`src/rtl/alu_pkg.sv`:
```
// Shared constants and state encoding for the sequential divider.
package alu_pkg;

  localparam int unsigned WIDTH      = 32;
  localparam int unsigned DIV_CYCLES = 32;
  localparam int unsigned CNT_W      = $clog2(DIV_CYCLES);

  localparam logic [WIDTH-1:0] DIV_ZERO_QUOT = 32'hFFFF_FFFF;

  typedef enum logic [1:0] {
    StIdle = 2'd0,
    StRun  = 2'd1,
    StFix  = 2'd2
  } state_e;

endpackage

```
`src/rtl/div_32bit_seq_if.sv`:
```
// Request/response bundle between the control unit and the divider.
interface div_32bit_seq_if;
  import alu_pkg::*;

  logic             start;
  logic             is_signed;
  logic [WIDTH-1:0] dividend;
  logic [WIDTH-1:0] divisor;
  logic             busy;
  logic             done;
  logic [WIDTH-1:0] quotient;
  logic [WIDTH-1:0] remainder;
  logic             div_by_zero;

  modport master (
    output start, is_signed, dividend, divisor,
    input  busy, done, quotient, remainder, div_by_zero
  );

  modport slave (
    input  start, is_signed, dividend, divisor,
    output busy, done, quotient, remainder, div_by_zero
  );

endinterface

```
`src/rtl/negate_32bit.sv`:
```
// Combinational two's complement: bitwise inversion followed by +1.
module negate_32bit
  import alu_pkg::*;
(
  input  logic [WIDTH-1:0] a_i,
  output logic [WIDTH-1:0] y_o
);

  logic [WIDTH-1:0] inv;

  assign inv = ~a_i;
  assign y_o = inv + WIDTH'(1);

endmodule

```
`src/rtl/div_32bit_seq.sv`:
```
// Restoring divider, one quotient bit per clock, with signed operand/result fixup.
module div_32bit_seq
  import alu_pkg::*;
(
  input  logic            clk,
  input  logic            rst_n,
  div_32bit_seq_if.slave  bus
);

  state_e           state_q, state_d;
  logic [WIDTH-1:0] rem_q, rem_d, dvd_q, dvd_d, dvs_q, dvs_d;
  logic [WIDTH-1:0] quot_q, quot_d, remo_q, remo_d;
  logic [CNT_W-1:0] cnt_q, cnt_d;
  logic             q_neg_q, q_neg_d, r_neg_q, r_neg_d;
  logic             dz_q, dz_d, dzo_q, dzo_d, done_q, done_d;

  logic [WIDTH-1:0] neg_a_in, neg_a_out, neg_b_in, neg_b_out;
  logic [WIDTH:0]   rem_sh, trial;

  // Negators are shared: operand conditioning in IDLE, result fixup in FIX.
  assign neg_a_in = (state_q == StIdle) ? bus.dividend : dvd_q;
  assign neg_b_in = (state_q == StIdle) ? bus.divisor  : rem_q;

  negate_32bit u_neg_a (
    .a_i (neg_a_in),
    .y_o (neg_a_out)
  );

  negate_32bit u_neg_b (
    .a_i (neg_b_in),
    .y_o (neg_b_out)
  );

  assign rem_sh = {rem_q, dvd_q[WIDTH-1]};
  assign trial  = rem_sh + {1'b1, ~dvs_q} + {{WIDTH{1'b0}}, 1'b1};

  always_comb begin
    state_d = state_q;
    case (state_q)
      StIdle:  if (bus.start) state_d = StRun;
      StRun:   if (cnt_q == '0) state_d = StFix;
      StFix:   state_d = StIdle;
      default: state_d = StIdle;
    endcase
  end

  always_comb begin
    rem_d   = rem_q;
    dvd_d   = dvd_q;
    dvs_d   = dvs_q;
    cnt_d   = cnt_q;
    q_neg_d = q_neg_q;
    r_neg_d = r_neg_q;
    dz_d    = dz_q;
    quot_d  = quot_q;
    remo_d  = remo_q;
    dzo_d   = dzo_q;
    done_d  = 1'b0;
    case (state_q)
      StIdle: begin
        if (bus.start) begin
          dvd_d   = (bus.is_signed && bus.dividend[WIDTH-1]) ? neg_a_out : bus.dividend;
          dvs_d   = (bus.is_signed && bus.divisor[WIDTH-1])  ? neg_b_out : bus.divisor;
          q_neg_d = bus.is_signed & (bus.dividend[WIDTH-1] ^ bus.divisor[WIDTH-1]);
          r_neg_d = bus.is_signed & bus.dividend[WIDTH-1];
          dz_d    = (bus.divisor == '0);
          rem_d   = '0;
          cnt_d   = CNT_W'(DIV_CYCLES - 1);
        end
      end
      StRun: begin
        // trial[WIDTH] set means the subtraction went negative: keep shifted remainder.
        rem_d = trial[WIDTH] ? rem_sh[WIDTH-1:0] : trial[WIDTH-1:0];
        dvd_d = {dvd_q[WIDTH-2:0], ~trial[WIDTH]};
        cnt_d = cnt_q - CNT_W'(1);
      end
      StFix: begin
        quot_d = dz_q ? DIV_ZERO_QUOT : (q_neg_q ? neg_a_out : dvd_q);
        remo_d = r_neg_q ? neg_b_out : rem_q;
        dzo_d  = dz_q;
        done_d = 1'b1;
      end
      default: ;
    endcase
  end

  always_ff @(posedge clk or negedge rst_n) begin
    if (!rst_n) begin
      state_q <= StIdle;
    end else begin
      state_q <= state_d;
    end
  end

  always_ff @(posedge clk or negedge rst_n) begin
    if (!rst_n) begin
      rem_q   <= '0;
      dvd_q   <= '0;
      dvs_q   <= '0;
      cnt_q   <= '0;
      q_neg_q <= 1'b0;
      r_neg_q <= 1'b0;
      dz_q    <= 1'b0;
      quot_q  <= '0;
      remo_q  <= '0;
      dzo_q   <= 1'b0;
      done_q  <= 1'b0;
    end else begin
      rem_q   <= rem_d;
      dvd_q   <= dvd_d;
      dvs_q   <= dvs_d;
      cnt_q   <= cnt_d;
      q_neg_q <= q_neg_d;
      r_neg_q <= r_neg_d;
      dz_q    <= dz_d;
      quot_q  <= quot_d;
      remo_q  <= remo_d;
      dzo_q   <= dzo_d;
      done_q  <= done_d;
    end
  end

  assign bus.busy        = (state_q != StIdle);
  assign bus.done        = done_q;
  assign bus.quotient    = quot_q;
  assign bus.remainder   = remo_q;
  assign bus.div_by_zero = dzo_q;

endmodule

```
`src/flat_wrapper.sv`:
```
// flat-port wrapper written by rule: the top's interface ports become plain ports
module div_32bit_seq_flat import alu_pkg::*;
  (clk, rst_n, bus_start, bus_is_signed, bus_dividend, bus_divisor, bus_busy, bus_done, bus_quotient, bus_remainder, bus_div_by_zero);
  div_32bit_seq_if bus_i ();
  input  logic clk;
  input  logic rst_n;
  input wire logic [$bits(bus_i.start)-1:0] bus_start;
  input wire logic [$bits(bus_i.is_signed)-1:0] bus_is_signed;
  input wire logic [$bits(bus_i.dividend)-1:0] bus_dividend;
  input wire logic [$bits(bus_i.divisor)-1:0] bus_divisor;
  output wire logic [$bits(bus_i.busy)-1:0] bus_busy;
  output wire logic [$bits(bus_i.done)-1:0] bus_done;
  output wire logic [$bits(bus_i.quotient)-1:0] bus_quotient;
  output wire logic [$bits(bus_i.remainder)-1:0] bus_remainder;
  output wire logic [$bits(bus_i.div_by_zero)-1:0] bus_div_by_zero;
  assign bus_i.start = bus_start;
  assign bus_i.is_signed = bus_is_signed;
  assign bus_i.dividend = bus_dividend;
  assign bus_i.divisor = bus_divisor;
  assign bus_busy = bus_i.busy;
  assign bus_done = bus_i.done;
  assign bus_quotient = bus_i.quotient;
  assign bus_remainder = bus_i.remainder;
  assign bus_div_by_zero = bus_i.div_by_zero;
  div_32bit_seq u_core (.clk(clk), .rst_n(rst_n), .bus(bus_i));
endmodule
```
`config.mk`:
```
export PLATFORM = sky130hd
export DESIGN_NAME = div_32bit_seq_flat
export DESIGN_NICKNAME = d
export VERILOG_FILES = /design/src/rtl/alu_pkg.sv /design/src/rtl/div_32bit_seq_if.sv /design/src/rtl/negate_32bit.sv /design/src/rtl/div_32bit_seq.sv /design/src/flat_wrapper.sv
export SDC_FILE = /design/constraint.sdc
export NUM_CORES = 1
export LEC_CHECK = 0
export BUFFER_PORTS_ARGS = -buffer_cell sky130_fd_sc_hd__buf_2
export CORE_MARGIN = 3
export CORE_UTILIZATION = 60
export DETAILED_ROUTE_END_ITERATION = 12
export GPL_TIMING_DRIVEN = 0
export PLACE_DENSITY = 0.81
export SLEW_MARGIN = 15
export SYNTH_ARGS = -nofsm -noshare
export SYNTH_HDL_FRONTEND = slang
export SYNTH_SLANG_ARGS = --single-unit
export TNS_END_PERCENT = 100
```
`constraint.sdc`:
```
create_clock -name clk -period 5.57 [get_ports clk]
set_clock_uncertainty 0.15 [all_clocks]
set_input_delay 0.557 -clock clk [delete_from_list [all_inputs] [get_ports clk]]
set_output_delay 0.557 -clock clk [all_outputs]
set_load 0.05 [all_outputs]
```
==> results of run 1 <==
state kept, by name, indices dropped and copies added, names as in the netlist:
register,flops
u_core.dvs_q,32
u_core.bus.div_by_zero,1
u_core.state_q,2
u_core.r_neg_q,1
u_core.dz_q,1
u_core.bus.done,1
u_core.rem_q,32
u_core.bus.remainder,32
u_core.q_neg_q,1
u_core.bus.quotient,32
u_core.cnt_q,5
u_core.dvd_q,32
where the power goes:
group	switching [uW]	total, uW	leakage (uW)	internal, uW
Sequential	521	2190	0.00196	1670
Combinational	3520	5640	0.00349	2120
Clock	565	1220	0.000276	650
final timing paths:
path                                         start                 endpoint  cells past startpoint
max                              u_core.state_q[0]  u_core.bus.quotient[18]                     17
min                                bus_dividend[6]          u_core.dvd_q[6]                      3
max reg2reg                      u_core.state_q[0]  u_core.bus.quotient[18]                     17
min reg2reg                u_core.bus.remainder[1]  u_core.bus.remainder[1]                      2
max in group asynchronous                    rst_n         u_core.dvs_q[28]                      4
min in group asynchronous                    rst_n          u_core.dvd_q[8]                      2
cells in the final DEF, fill, tap and decap left out, types with 45 or more instances in the layout:
cell and count:
nor2_1 115, nand3_1 94, xnor2_1 61, clkbuf_1 85, buf_2 135, a21oi_1 105, nand2_1 182, inv_1 45
xor2_1 50, o21ai_0 150, dfrtp_1 172
critical path, stage by stage, from the launching register on:
cell	delay, ns
dfrtp_1	0.52
nor2_4	0.26
buf_4	0.29
buf_4	0.31
buf_4	0.28
buf_2	0.38
buf_6	0.32
buf_4	0.31
mux2i_1	0.22
ha_1	0.25
o21ai_0	0.21
nand2b_1	0.28
buf_2	0.25
a2111oi_1	0.47
xnor2_1	0.17
nand2_1	0.08
a2111oi_2	0.48
a211o_1	0.15
layout make-up:
cell class | count | area, um2
Timing Repair Buffer | 135 | 736
Buffer | 103 | 429
Clock buffer | 19 | 453
Antenna cell | 1 | 2.50
Inverter | 46 | 173
Tap cell | 265 | 332
Sequential cell | 172 | 4300
Multi-Input combinational cell | 1179 | 7290
Fill cell | 1647 | 5870
Clock inverter | 12 | 125
timing repair:
item / CTS / global route
hold endpoints to repair: 58 / 0
gates cloned: 0 / 0
endpoints found under the setup margin: 22 / 2
hold buffers: 1 / 0
resized for setup: 7 / 2
through the flow:
stage                      util  hold WS [ns]  TNS (ns)
final                     0.702         0.265         0
after global routing      0.702         0.296         0
after CTS                 0.702         0.255         0
after detailed placement  0.671         0.316     -3.42
after global placement    0.668         0.312     -2.78
after floorplan               -         0.111         0
cell families (layout without fill, tap and decap cells):
family,after synthesis,in the layout
flops,172,172
compound gates,452,452
xor+xnor,111,111
buf+inv,150,315
other cells,0,1
mux,41,41
fa+ha+maj,37,37
simple gates,538,538
metal layers:
layer	vias up	track usage	wire [um]
li1	5702	-	-
met2	845	0.662	21000
met1	6030	0.513	16700
met4	2	0.243	2970
met5	-	0	14
met3	215	0.0856	4930
==> flow_metrics.tcl, run 1 <==
set metrics [dict create \
    ys_seq_area_frac 0.353 \
    drtIter0Drc 1224 \
    grt_max_degree 60 \
    cts_root_buf "clkbuf_16" \
    synth_compound_area_frac 0.236 \
    synth_simple_gate_area_frac 0.210 \
    synth_cell_type_count 80 \
    wl_um 45600 \
    die_x_um 148 \
    die_h_um 148 \
    area_delta_synth_final_pct 13.7 \
    drc_errors 0 \
    r2r_slack_ns 0.1 \
    dp_cells 1900 \
    cts.clk_slew.worst_paths_ns 0.08 \
    cts_htree_levels 4 \
    grt_pass1_wl_um 70100 \
    cts_tree "yes" \
    routabilityCongestion 1.02 \
    start_util 0.618 \
    yosys.area_share.xor_xnor 0.0798 \
    synth_top_area_frac 0.353 \
    postRouteAntennaNets 0 \
    muxShareOfSynthArea 0.0339 \
    ys.flop_type "dfrtp_1" \
    io_buffers 132 \
    fin_cells 1932 \
    design.die.area_mm2 0.0220 \
    max_slew_margin 0.290 \
    synth_area_mm2 0.0122 \
    grt.overflow.total 0 \
    num_rows 51 \
    drt-wirelength-per-cell_um 23.6 \
    power.total_uw 9050 \
    maxCapViolCount 0 \
    status "finished, final reports clean" \
    hold_class "in -> reg" \
    fin_area_mm2 0.0138 \
    synthArstFlopShare 1.00 \
    placed_area_mm2 0.0132 \
    track_usage 0.411 \
    cts_buffers 17 \
    core_mm2 0.0197 \
    fmax_mhz 183 \
    setup_ws_ns 0.0988 \
    critPathArrivalTime_ns 5.71 \
    io_pins 135 \
    fin_nets 1759 \
    synth_largest_area_cell "dfrtp_1" \
    ys_ff_latch 172 \
    worst-setup-path-type "reg -> reg" \
    synth_common_cells "182 x nand2_1, 172 x dfrtp_1, 150 x o21ai_0" \
    rsz0062_at_grt "false" \
    dr_total_vias 12800 \
    ctsLongestPathBuffers 2 \
    hpwl_um 34000 \
    finalMaxSlewViolations 0 \
    power_leakage_uw 0.00573 \
    clk_latency_ns 0.45 \
    synthAdderAreaFrac 0.0386 \
    final_hold_viol_count 0 \
    drive_gt1_frac 0.121 \
    antenna_found_initial 2 \
    tightest_slew_ns 1.06 \
    syn_inst 1501 \
    ir_drop_uv 575 \
    finalSetupViolCount 0 \
    syn-num-nets 1606 \
    crit_path_start_kind "flip-flop" \
    place_ws_ns -0.760 \
    power_density_mw_per_mm2 654 \
    cp-end-kind "flip-flop" \
    critPathMaxFanout 19 \
    yosysMostFrequentCell "nand2_1" \
    period_minus_slack_ns 5.47 \
    vias_per_cell 6.62 \
    final.period_utilization 0.982 \
    ys_warn_count 0 \
    worstPathRequired_ns 5.81 \
    post-cts-setup-buffer-count 0 \
    clkSinkCount 172 \
    synth_area_leaders "dfrtp_1 35%, o21ai_0 6.2%, nand2_1 5.6%, xnor2_1 4.4%, a21oi_1 4.3%" \
    drt_first_pass_iters 8 \
    syn_avg_cell_area_um2 8.11 \
    synth_top_family_by_area "compound AO/OA/AOI/OAI gates" \
    first_global_vias 12500 \
    synth_edf_count 0 \
]
No activity file was read; power rests on OpenSTA's default activity.
==> run 2: changes to the inputs <==
Settings changed: CELL_PAD_IN_SITES_DETAIL_PLACEMENT set to 2, CELL_PAD_IN_SITES_GLOBAL_PLACEMENT set to 2, CORE_ASPECT_RATIO set to 0.75, CORE_UTILIZATION 60 to 36, PLACE_DENSITY 0.81 to 0.82.
==> flow_metrics.tcl, run 2 (synthesized netlist as in run 1, its figures left out) <==
set metrics [dict create \
    grt_pass1_wl_um 91100 \
    power_frac_clock 0.137 \
    vias_per_cell 6.25 \
    seqPwrFrac 0.229 \
    ctsHoldBuffers 0 \
    wl_um 60500 \
    drc_errors 0 \
    clkSinkCount 172 \
    antenna_found_initial 1 \
    finalMaxSlewViolations 0 \
    design.die.area_mm2 0.0361 \
    power_density_mw_per_mm2 691 \
    drt_first_pass_iters 6 \
    core_mm2 0.0329 \
    critPathArrivalTime_ns 5.56 \
    routabilityCongestion 0.978 \
    hpwl_um 46000 \
    die_x_um 218 \
    power_leakage_uw 0.00573 \
    worstPathRequired_ns 5.83 \
    crit_path_start_kind "flip-flop" \
    drive_gt1_frac 0.118 \
    cts_root_buf "clkbuf_16" \
    ctsLongestPathBuffers 2 \
    io_pins 135 \
    cts.clk_slew.worst_paths_ns 0.07 \
    timing.hold.ws_ns -0.0169 \
    critPathSlowestCell "dfrtp_1" \
    r2r-start "u_core.state_q[0]" \
    num_rows 57 \
    comb_power_share 0.634 \
    status "finished with violations" \
    r2r_slack_ns 0.27 \
    power.total_uw 9710 \
    die_h_um 165 \
    worst-setup-path-type "reg -> reg" \
    rsz0062_at_grt "false" \
    switching_share 0.530 \
    grt_max_degree 97 \
    internal-power_uw 4570 \
    cts_buffers 17 \
    ir_drop_uv 344 \
    violations "hold timing" \
    fin_nets 1755 \
    maxCapViolCount 0 \
    final_common_cell "nand2_1" \
    io_buffers 132 \
    drtIter0Drc 1339 \
    fin_util 0.428 \
    postRouteAntennaNets 0 \
    cts_htree_levels 4 \
    start_util 0.370 \
    critPathLaunch "u_core.state_q[0]" \
    dr_total_vias 13100 \
    antenna_cells 0 \
    final_hold_viol_count 4 \
    clk_latency_ns 0.48 \
    track_usage 0.342 \
    first_global_vias 13900 \
    cp-end-kind "flip-flop" \
    reg2reg_depth 15 \
    cts_tree "yes" \
    post-cts-setup-buffer-count 0 \
    final.period_utilization 0.952 \
    finalSetupViolCount 0 \
    crit_path_max_incr_delay_ns 0.56 \
    area_delta_synth_final_pct 15.4 \
    grt.overflow.total 0 \
    max_slew_margin 0.195 \
    fmax_mhz 189 \
    drt-wirelength-per-cell_um 28.7 \
    period_minus_slack_ns 5.30 \
    p_switching_uw 5150 \
    final_cell_mix "182 x nand2_1, 172 x dfrtp_1, 150 x o21ai_0, 134 x buf_2, 115 x nor2_1" \
    path_common_cell "buf_4" \
    crit_chain "nor2_4, buf_4, buf_4, buf_6, buf_4, mux2i_1, ha_1, o21ai_0, nand2b_1, buf_2, nor4_1, xnor2_1, nand2_1, a2111oi_1, a211o_1" \
    hold_class "in -> async" \
    critPathMaxFanout 37 \
    tightest_slew_ns 1.21 \
]
[run 2: repair_timing]
action,4_1_cts,5_1_grt
endpoints found under the hold margin,0,0
pin swaps,0,0
gates resized for setup,9,0
endpoints found under the setup margin,41,3
[run 2: path summary, 6_finish.rpt]
| path | end |
|---|---|
| setup / recovery | u_core.bus.quotient[16] |
| hold / removal | u_core.bus.quotient[28] |
| setup reg to reg | u_core.bus.quotient[16] |
| hold reg to reg | u_core.bus.remainder[4] |
| max in group asynchronous | u_core.dvs_q[6] |
| min in group clk | u_core.dvd_q[0] |
[run 2: area by class of cell]
type                            instances  area [um2]
Fill cell                            3800       18800
Multi-Input combinational cell       1179        7290
Sequential cell                       172        4300
Timing Repair Buffer                  133         698
Tap cell                              442         553
Clock buffer                           24         512
Buffer                                101         417
Inverter                               46         173
Clock inverter                          6         108
[run 2: power by group through the flow]
stage / Clock (uW) / Sequential (uW) / Combinational [uW]
global route: 1390 / 2270 / 6790
CTS: 1340 / 2210 / 6080
detailed placement: 0 / 2220 / 5990
finish: 1330 / 2230 / 6160
global placement: 0 / 2190 / 5690
floorplan: 0 / 2020 / 4110
[run 2: metal layers]
metal  global-route usage  vias to the layer above  part of all wire
li1                     -                     5703                 -
met1                0.486                     6814              0.46
met2                0.513                      535              0.43
met3               0.0860                       92             0.089
met4               0.0975                        2             0.025
met5                    0                        -           0.00033
[run 2: worst max-delay path: cells and delay by family (launching register included)]
family / cells / cell delay [ns]
DFF: 1 / 0.56
and+or+nand+nor: 4 / 1.11
xor gates and xnor gates: 1 / 0.17
buffers and inverters: 5 / 1.65
muxes: 1 / 0.24
adders and majority gates: 1 / 0.31
AOI/OAI and AO/OA: 3 / 0.98
[run 2: metrics by stage]
stage	setup TNS, ns	instances	worst slack (ns)	cell area [um2]
floorplan	0	1501	1.12	12200
global placement	-12.08	2075	-1.33	13400
detailed placement	-13.29	2076	-1.22	13400
CTS	0	2104	0.185	14100
global route	0	2103	0.164	14100
finish	0	2103	0.269	14100
